### src/rtl/ccff_pkg.sv
// Shared types for the ccff chain loader: FSM encoding, debug view and word-count helper.
package ccff_pkg;

  typedef enum logic [1:0] {
    ST_IDLE  = 2'd0,
    ST_SHIFT = 2'd1,
    ST_DONE  = 2'd2
  } ccff_state_e;

  typedef struct packed {
    ccff_state_e state;
    logic        buf_full;
    logic        bit_avail;
    logic        last_bit;
  } ccff_dbg_t;

  // Number of config words needed to cover a chain of chain_len bits.
  function automatic int ceil_div(input int chain_len, input int word_w);
    return (chain_len + word_w - 1) / word_w;
  endfunction

endpackage

### src/rtl/ccff_chain_loader_if.sv
// Config-word stream into the loader and readback-word stream out of it.
interface ccff_chain_loader_if #(
  parameter int WORD_W = 8
);
  // cfg: a word transfers on a clock edge where cfg_valid & cfg_ready are both 1;
  // cfg_ready never looks at cfg_valid. rb: rb_valid is a 1-cycle pulse, no backpressure.
  logic [WORD_W-1:0] cfg_data;
  logic              cfg_valid;
  logic              cfg_ready;
  logic [WORD_W-1:0] rb_data;
  logic              rb_valid;

  modport master (output cfg_data, output cfg_valid, input cfg_ready,
                  input rb_data, input rb_valid);
  modport slave  (input cfg_data, input cfg_valid, output cfg_ready,
                  output rb_data, output rb_valid);
endinterface

### src/rtl/ccff_bit_serializer.sv
// One-word prefetch buffer feeding an MSB-first shift register.
module ccff_bit_serializer #(
  parameter int WORD_W = 8
) (
  input  logic              clk,
  input  logic              rst_n,
  input  logic              clear_i,
  input  logic              word_valid_i,
  input  logic [WORD_W-1:0] word_data_i,
  input  logic              shift_i,
  output logic              buf_full_o,
  output logic              bit_o,
  output logic              bit_avail_o,
  output logic              last_bit_o
);

  localparam int SC_W = $clog2(WORD_W + 1);

  logic [WORD_W-1:0] buf_q, buf_d;
  logic              buf_full_q, buf_full_d;
  logic [WORD_W-1:0] sreg_q, sreg_d;
  logic [SC_W-1:0]   cnt_q, cnt_d;
  logic              reload;

  always_comb begin
    buf_d      = buf_q;
    buf_full_d = buf_full_q;
    sreg_d     = sreg_q;
    cnt_d      = cnt_q;
    reload     = 1'b0;

    if (shift_i && (cnt_q != '0)) begin
      sreg_d = sreg_q << 1;
      cnt_d  = cnt_q - 1'b1;
    end

    // Refill on the same edge the last bit leaves, so shifting never bubbles.
    reload = buf_full_q && (cnt_d == '0);
    if (reload) begin
      sreg_d     = buf_q;
      cnt_d      = SC_W'(WORD_W);
      buf_full_d = 1'b0;
    end

    if (word_valid_i) begin
      buf_d      = word_data_i;
      buf_full_d = 1'b1;
    end

    if (clear_i) begin
      buf_d      = '0;
      buf_full_d = 1'b0;
      sreg_d     = '0;
      cnt_d      = '0;
    end
  end

  always_ff @(posedge clk or negedge rst_n) begin
    if (!rst_n) begin
      buf_q      <= '0;
      buf_full_q <= 1'b0;
      sreg_q     <= '0;
      cnt_q      <= '0;
    end else begin
      buf_q      <= buf_d;
      buf_full_q <= buf_full_d;
      sreg_q     <= sreg_d;
      cnt_q      <= cnt_d;
    end
  end

  assign buf_full_o  = buf_full_q;
  assign bit_o       = sreg_q[WORD_W-1];
  assign bit_avail_o = (cnt_q != '0);
  assign last_bit_o  = (cnt_q == SC_W'(1));

endmodule

### src/rtl/ccff_chain_loader.sv
// Writer end of a ccff configuration chain: serialises config words into ccff_head
// and packs the old configuration leaving ccff_tail into readback words.
module ccff_chain_loader
  import ccff_pkg::*;
#(
  parameter int CHAIN_LEN = 32,
  parameter int WORD_W    = 8,
  parameter int CNT_W     = $clog2(CHAIN_LEN + 1)
) (
  input  logic               prog_clk,
  input  logic               prog_reset_n,
  input  logic               start,
  ccff_chain_loader_if.slave cfg,
  output logic               ccff_head,
  output logic               chain_clk_en,
  input  logic               ccff_tail,
  output logic               busy,
  output logic               done,
  output logic [CNT_W-1:0]   bit_count,
  output ccff_dbg_t          dbg
);

  localparam int N_WORDS = ceil_div(CHAIN_LEN, WORD_W);
  localparam int PK_W    = $clog2(WORD_W);

  ccff_state_e       state_q, state_d;
  logic [CNT_W-1:0]  bit_cnt_q, bit_cnt_d;
  logic [CNT_W-1:0]  words_q, words_d;
  logic              en_q, en_d;
  logic              head_q, head_d;
  logic              last_q, last_d;
  logic [WORD_W-1:0] pack_q, pack_d;
  logic [PK_W-1:0]   pack_idx_q, pack_idx_d;
  logic [WORD_W-1:0] rb_data_q, rb_data_d;
  logic              rb_valid_q, rb_valid_d;

  logic accept, issue, clear, cfg_ready;
  logic ser_buf_full, ser_bit, ser_bit_avail, ser_last_bit;

  assign cfg_ready = busy && !ser_buf_full && (words_q < CNT_W'(N_WORDS));
  assign accept    = cfg.cfg_valid && cfg_ready;
  assign issue     = (state_q == ST_SHIFT) && ser_bit_avail;

  always_comb begin
    state_d    = state_q;
    bit_cnt_d  = bit_cnt_q;
    words_d    = words_q;
    en_d       = 1'b0;
    head_d     = head_q;
    last_d     = 1'b0;
    pack_d     = pack_q;
    pack_idx_d = pack_idx_q;
    rb_data_d  = rb_data_q;
    rb_valid_d = 1'b0;
    clear      = 1'b0;

    case (state_q)
      ST_IDLE: begin
        if (start) begin
          state_d    = ST_SHIFT;
          bit_cnt_d  = '0;
          words_d    = '0;
          clear      = 1'b1;
          pack_d     = '0;
          pack_idx_d = '0;
        end
      end
      ST_SHIFT: begin
        // The chain bit is registered; the fabric shifts it on the following edge.
        if (issue) begin
          en_d      = 1'b1;
          head_d    = ser_bit;
          bit_cnt_d = bit_cnt_q + 1'b1;
          if (bit_cnt_q == CNT_W'(CHAIN_LEN - 1)) begin
            last_d  = 1'b1;
            state_d = ST_DONE;
          end
        end
      end
      ST_DONE: state_d = ST_IDLE;
      default: state_d = ST_IDLE;
    endcase

    if (accept) words_d = words_q + 1'b1;

    // Capture the bit leaving the chain on every edge the fabric actually shifts.
    if (en_q) begin
      pack_d[PK_W'(WORD_W - 1) - pack_idx_q] = ccff_tail;
      if (last_q || (pack_idx_q == PK_W'(WORD_W - 1))) begin
        rb_data_d  = pack_d;
        rb_valid_d = 1'b1;
        pack_d     = '0;
        pack_idx_d = '0;
      end else begin
        pack_idx_d = pack_idx_q + 1'b1;
      end
    end
  end

  always_ff @(posedge prog_clk or negedge prog_reset_n) begin
    if (!prog_reset_n) begin
      state_q    <= ST_IDLE;
      bit_cnt_q  <= '0;
      words_q    <= '0;
      en_q       <= 1'b0;
      head_q     <= 1'b0;
      last_q     <= 1'b0;
      pack_q     <= '0;
      pack_idx_q <= '0;
      rb_data_q  <= '0;
      rb_valid_q <= 1'b0;
    end else begin
      state_q    <= state_d;
      bit_cnt_q  <= bit_cnt_d;
      words_q    <= words_d;
      en_q       <= en_d;
      head_q     <= head_d;
      last_q     <= last_d;
      pack_q     <= pack_d;
      pack_idx_q <= pack_idx_d;
      rb_data_q  <= rb_data_d;
      rb_valid_q <= rb_valid_d;
    end
  end

  ccff_bit_serializer #(.WORD_W(WORD_W)) u_ser (
    .clk          (prog_clk),
    .rst_n        (prog_reset_n),
    .clear_i      (clear),
    .word_valid_i (accept),
    .word_data_i  (cfg.cfg_data),
    .shift_i      (issue),
    .buf_full_o   (ser_buf_full),
    .bit_o        (ser_bit),
    .bit_avail_o  (ser_bit_avail),
    .last_bit_o   (ser_last_bit)
  );

  assign cfg.cfg_ready = cfg_ready;
  assign cfg.rb_data   = rb_data_q;
  assign cfg.rb_valid  = rb_valid_q;
  assign ccff_head     = head_q;
  assign chain_clk_en  = en_q;
  assign busy          = (state_q != ST_IDLE);
  assign done          = (state_q == ST_DONE);
  assign bit_count     = bit_cnt_q;
  assign dbg           = '{state: state_q, buf_full: ser_buf_full,
                           bit_avail: ser_bit_avail, last_bit: ser_last_bit};

endmodule

### src/flat_wrapper.sv
// flat-port wrapper written by rule: the top's interface ports become plain ports
module ccff_chain_loader_flat import ccff_pkg::*;
#(
  parameter int CHAIN_LEN = 32,
  parameter int WORD_W    = 8,
  parameter int CNT_W     = $clog2(CHAIN_LEN + 1)
)
  (prog_clk, prog_reset_n, start, ccff_head, chain_clk_en, ccff_tail, busy, done, bit_count, dbg, cfg_cfg_data, cfg_cfg_valid, cfg_cfg_ready, cfg_rb_data, cfg_rb_valid);
  ccff_chain_loader_if #(.WORD_W(WORD_W)) cfg_i ();
  input  logic prog_clk;
  input  logic prog_reset_n;
  input  logic start;
  output logic ccff_head;
  output logic chain_clk_en;
  input  logic ccff_tail;
  output logic busy;
  output logic done;
  output logic [CNT_W-1:0] bit_count;
  output ccff_dbg_t dbg;
  input wire logic [$bits(cfg_i.cfg_data)-1:0] cfg_cfg_data;
  input wire logic [$bits(cfg_i.cfg_valid)-1:0] cfg_cfg_valid;
  output wire logic [$bits(cfg_i.cfg_ready)-1:0] cfg_cfg_ready;
  output wire logic [$bits(cfg_i.rb_data)-1:0] cfg_rb_data;
  output wire logic [$bits(cfg_i.rb_valid)-1:0] cfg_rb_valid;
  assign cfg_i.cfg_data = cfg_cfg_data;
  assign cfg_i.cfg_valid = cfg_cfg_valid;
  assign cfg_cfg_ready = cfg_i.cfg_ready;
  assign cfg_rb_data = cfg_i.rb_data;
  assign cfg_rb_valid = cfg_i.rb_valid;
  ccff_chain_loader #(.CHAIN_LEN(CHAIN_LEN), .WORD_W(WORD_W), .CNT_W(CNT_W)) u_core (.prog_clk(prog_clk), .prog_reset_n(prog_reset_n), .start(start), .cfg(cfg_i), .ccff_head(ccff_head), .chain_clk_en(chain_clk_en), .ccff_tail(ccff_tail), .busy(busy), .done(done), .bit_count(bit_count), .dbg(dbg));
endmodule
### config.mk
export PLATFORM = sky130hd
export DESIGN_NAME = ccff_chain_loader_flat
export DESIGN_NICKNAME = d
export VERILOG_FILES = /design/src/rtl/ccff_pkg.sv /design/src/rtl/ccff_chain_loader_if.sv /design/src/rtl/ccff_bit_serializer.sv /design/src/rtl/ccff_chain_loader.sv /design/src/flat_wrapper.sv
export SDC_FILE = /design/constraint.sdc
export NUM_CORES = 1
export LEC_CHECK = 0
export ABC_AREA = 0
export ABC_CLOCK_PERIOD_IN_PS = 5200
export CAP_MARGIN = 20
export CORE_ASPECT_RATIO = 0.9
export CORE_MARGIN = 2
export CORE_UTILIZATION = 50
export CTS_CLUSTER_SIZE = 24
export DETAILED_ROUTE_END_ITERATION = 16
export DONT_BUFFER_PORTS = 1
export HOLD_SLACK_MARGIN = 0.1
export SYNTH_ARGS = -nofsm -noshare
export SYNTH_HDL_FRONTEND = slang
export SYNTH_SLANG_ARGS = --single-unit
### constraint.sdc
create_clock -name prog_clk -period 5.2 [get_ports prog_clk]
set_clock_uncertainty 0.05 [all_clocks]
set_input_delay 0 -clock prog_clk [delete_from_list [all_inputs] [get_ports prog_clk]]
set_output_delay 0 -clock prog_clk [all_outputs]
set_load 0.005 [all_outputs]
==> Implementation_results.wiki <==
{| class="wikitable"
! Metric !! Value
|-
| Tcrit/Tclk final || about 48%
|-
| Unique cell type count in the Yosys netlist || between 40 and 50
|-
| Reg-to-reg setup timing slack || 2.72 ns
|-
| Pin count of the biggest net entering global routing || a little under 60
|-
| Synthesized area || 2750 sq um
|-
| Worst-case setup margin in the final layout || about 2.7 ns
|-
| Number of levels in the clock H-tree || 3
|-
| Latest clock arrival within the worst-skew pair || about 0.33 ns
|-
| Count of warnings emitted by yosys || 0
|-
| CP Max Fanout || 15
|-
| Sink Count || slightly below 60
|-
| Main combinational cell family by area after synthesis || simple AND/OR/NAND/NOR gates
|-
| Detail Route Antenna Nets || 0
|-
| Detailed-route DRC error count || 0
|-
| Clock transition at path regs || about 0.06 ns
|-
| Power density over the cells || 562 nW/um^2
|-
| DRC violation total after the first TritonRoute iteration || between 100 and 150
|-
| Die extent in x || approximately 80 microns
|-
| Final Setup Violations || 0
|-
| Data required time of the critical path || between 5 and 6 ns
|-
| Maximum capacitance violations || 0
|-
| Gate count after technology mapping || 281
|-
| Number of synthesized register bits || slightly below 60
|-
| Vias in the first global route || approximately 1900
|-
| Number of nets in the synthesized netlist || 300
|-
| Number of buffers on the longest clock path || 2
|-
| Number of enable flip-flop cells after synthesis || 0
|-
| F_max || between 400 and 500 MHz
|-
| CTS root buf || sky130_fd_sc_hd__clkbuf_8
|-
| Wire length of the first global-routing pass || 9.38 mm
|-
| Mux contribution to synthesized area || between 4 and 5%
|-
| Final antenna diode count || 0
|-
| Clock tree from TritonCTS || done
|-
| Number of buffers inserted to repair setup after CTS || 0
|-
| Crit path capture type || register
|-
| WS Path Type || register to register
|-
| Max Slew Vio Count || 0
|-
| Detail-routed via count per cell || between 5 and 6
|-
| Number of hold-slack violations in the final timing report || 0
|-
| Total global-route track usage || about a fifth
|-
| Post-synthesis async set-or-reset flop share || 100%
|-
| Most common cell after layout, fill and taps aside || sky130_fd_sc_hd__dfrtp_1
|-
| Initial antenna violation count || 0
|-
| NumNets Final || 306
|-
| Type of the most critical hold path || input port to register
|-
| Area share of xor/xnor cells in the synthesized design || 1.91%
|-
| Static leakage || between 1 and 1.5 nW
|-
| Number of standard-cell rows in the floorplan || 25
|-
| Core Footprint || 5290 sq um
|-
| Synth Area in Adders || between 2 and 3%
|-
| Arr. time, crit path || about 2.7 ns
|-
| Area share of and/or/nand/nor cells after synthesis || around a fifth
|-
| Slew at the pin with the worst max-slew slack || ~0.95 ns
|-
| Final-layout fill cell count || roughly 460
|-
| Detail Placement HPWL || between 3 and 4 mm
|-
| Unrepaired setup endpoints after global routing || no
|-
| Post-DR wirelength/cell || 15.3 microns
|-
| Most frequent cells in the layout || 58 x sky130_fd_sc_hd__dfrtp_1, 45 x sky130_fd_sc_hd__nand2_1, 34 x sky130_fd_sc_hd__o21ai_0, 17 x sky130_fd_sc_hd__nor2_1, 16 x sky130_fd_sc_hd__nand3_1
|-
| Aggregate global routing overflow || 0
|-
| Worst setup timing slack at the placement stage || roughly 2.7 ns
|-
| Tightest slew margin relative to the limit || approximately 36%
|-
| Portion of the post-synthesis area used by sequential elements || 52.7%
|-
| Number of buffers inserted during clock tree synthesis || 9
|-
| Total Die Area || approximately 6100 sq um
|-
| IO Pins || 38
|-
| Post-synthesis compound-gate area fraction || 14.2%
|-
| Final total negative setup slack || 0 ns
|-
| Top flip-flop cell by instance count after synthesis || sky130_fd_sc_hd__dfrtp_1
|-
| Kind of start point of the critical path || register
|-
| Starting density of the core || a little over half
|-
| Floorplan die height || 74.4 microns
|-
| Ratio of cells with drive above 1 in the final layout || under 10%
|-
| Via total after detailed routing || roughly 2000
|-
| Length of the first detailed-routing pass in iterations || 5
|-
| Weighted congestion reported at the end of routability-driven placement || around 0.82
|-
| Port Buffer Count || 0
|-
| Synth Area per Inst || 9.80 sq um
|-
| Final routed wirelength across all metal layers || between 5 and 6 mm
|-
| Max rail drop VDD || between 0.2 and 0.25 mV
|-
| Shortest period the worst path allows || approximately 2.5 ns
|-
| Layout overhead on the synthesized area || 11.9%
|-
| Outcome || complete, no violations
|}
-- metal layers --
metal | vias to the layer above | track usage (%) | wire length (microns)
met5 | - | 0 | 0
met4 | 0 | 6.11 | 68
met3 | 8 | 7.28 | 266
met2 | 49 | 26.7 | 2240
met1 | 934 | 31.7 | 2900
li1 | 990 | - | -
-- cell usage after synthesis, types with 4 or more instances --
| library cell | number | area share, % |
|---|---|---|
| sky130_fd_sc_hd__a21o_1 | 7 | 1.9 |
| sky130_fd_sc_hd__a21oi_1 | 5 | 0.91 |
| sky130_fd_sc_hd__a32o_1 | 4 | 1.5 |
| sky130_fd_sc_hd__and2_1 | 4 | 0.91 |
| sky130_fd_sc_hd__buf_4 | 6 | 1.6 |
| sky130_fd_sc_hd__clkbuf_1 | 12 | 1.6 |
| sky130_fd_sc_hd__dfrtp_1 | 58 | 53 |
| sky130_fd_sc_hd__ha_1 | 6 | 2.7 |
| sky130_fd_sc_hd__inv_1 | 7 | 0.95 |
| sky130_fd_sc_hd__mux2i_1 | 10 | 3.6 |
| sky130_fd_sc_hd__nand2_1 | 45 | 6.1 |
| sky130_fd_sc_hd__nand3_1 | 16 | 2.9 |
| sky130_fd_sc_hd__nor2_1 | 17 | 2.3 |
| sky130_fd_sc_hd__nor3_1 | 7 | 1.3 |
| sky130_fd_sc_hd__nor3b_1 | 6 | 1.6 |
| sky130_fd_sc_hd__o21ai_0 | 34 | 6.2 |
| sky130_fd_sc_hd__xnor2_1 | 5 | 1.6 |
-- area by class of cell --
cell class / count / area (sq um) / share of cell area (%)
Inverter: 8 / 30.0 / 0.975
Clock buffer: 14 / 173 / 5.61
Multi-Input combinational cell: 196 / 1180 / 38.4
Tap cell: 67 / 83.8 / 2.72
Sequential cell: 58 / 1450 / 47.1
Clock inverter: 2 / 10.0 / 0.325
Timing Repair Buffer: 14 / 150 / 4.88
-- metrics by stage --
stage               util (%)  cell area [sq um]  hold slack [ns]  power, mW  std cells
finish                  58.2               3080            0.109       1.73        359
global route            58.2               3080            0.115       1.88        359
CTS                     58.2               3080            0.101       1.75        359
detailed placement      52.4               2770           -0.344       1.34        332
global placement        52.4               2770           -0.344       1.33        332
floorplan                  -               2750           -0.346       1.23        281
-- final timing paths --
check                                  startpoint                       to  cells past startpoint
hold reg to reg            u_core.u_ser.sreg_q[7]         u_core.ccff_head                      2
min in group asynchronous            prog_reset_n     u_core.pack_idx_q[2]                      2
setup / recovery            u_core.u_ser.cnt_q[0]  u_core.u_ser.buf_full_o                      8
hold / removal                              start      u_core.bit_count[3]                      3
max in group asynchronous            prog_reset_n      u_core.bit_count[1]                      2
setup reg to reg            u_core.u_ser.cnt_q[0]  u_core.u_ser.buf_full_o                      8
-- registers in the layout, summed over array words and instances, names as in the netlist --
name,flops
u_core.bit_count,6
u_core.ccff_head,1
u_core.cfg.rb_data,8
u_core.cfg.rb_valid,1
u_core.chain_clk_en,1
u_core.last_q,1
u_core.pack_idx_q,3
u_core.pack_q,8
u_core.state_q,2
u_core.u_ser.buf_full_o,1
u_core.u_ser.buf_q,8
u_core.u_ser.cnt_q,4
u_core.u_ser.sreg_q,8
u_core.words_q,6
-- what timing repair did --
action | 4_1_cts | 5_1_grt
gates resized for setup | 0 | 0
hold endpoints to repair | 82 | 0
hold buffers | 11 | 0
-- cells by family (layout without fill, tap and decap cells) --
kind of cell    Yosys count  count (layout)
simple gates            109             109
mux                      12              12
xor+xnor                  6               6
buf+inv                  27              38
flops                    58              58
fa+ha+maj                 6               6
compound gates           63              63
-- worst max-delay path, stage by stage (launching register included) --
cell,delay (ns)
sky130_fd_sc_hd__dfrtp_1,0.46
sky130_fd_sc_hd__inv_1,0.09
sky130_fd_sc_hd__ha_1,0.17
sky130_fd_sc_hd__nor3b_4,0.50
sky130_fd_sc_hd__inv_2,0.24
sky130_fd_sc_hd__a211oi_2,0.29
sky130_fd_sc_hd__o2111ai_1,0.14
sky130_fd_sc_hd__buf_4,0.21
sky130_fd_sc_hd__a31o_1,0.22
-- where the power goes --
group	switching (mW)	total, mW	internal [mW]
logic	0.320	0.569	0.250
registers	0.164	0.784	0.620
clock network	0.167	0.377	0.211
total	0.651	1.73	1.08
Note: power is estimated with default switching activity, not from simulation.
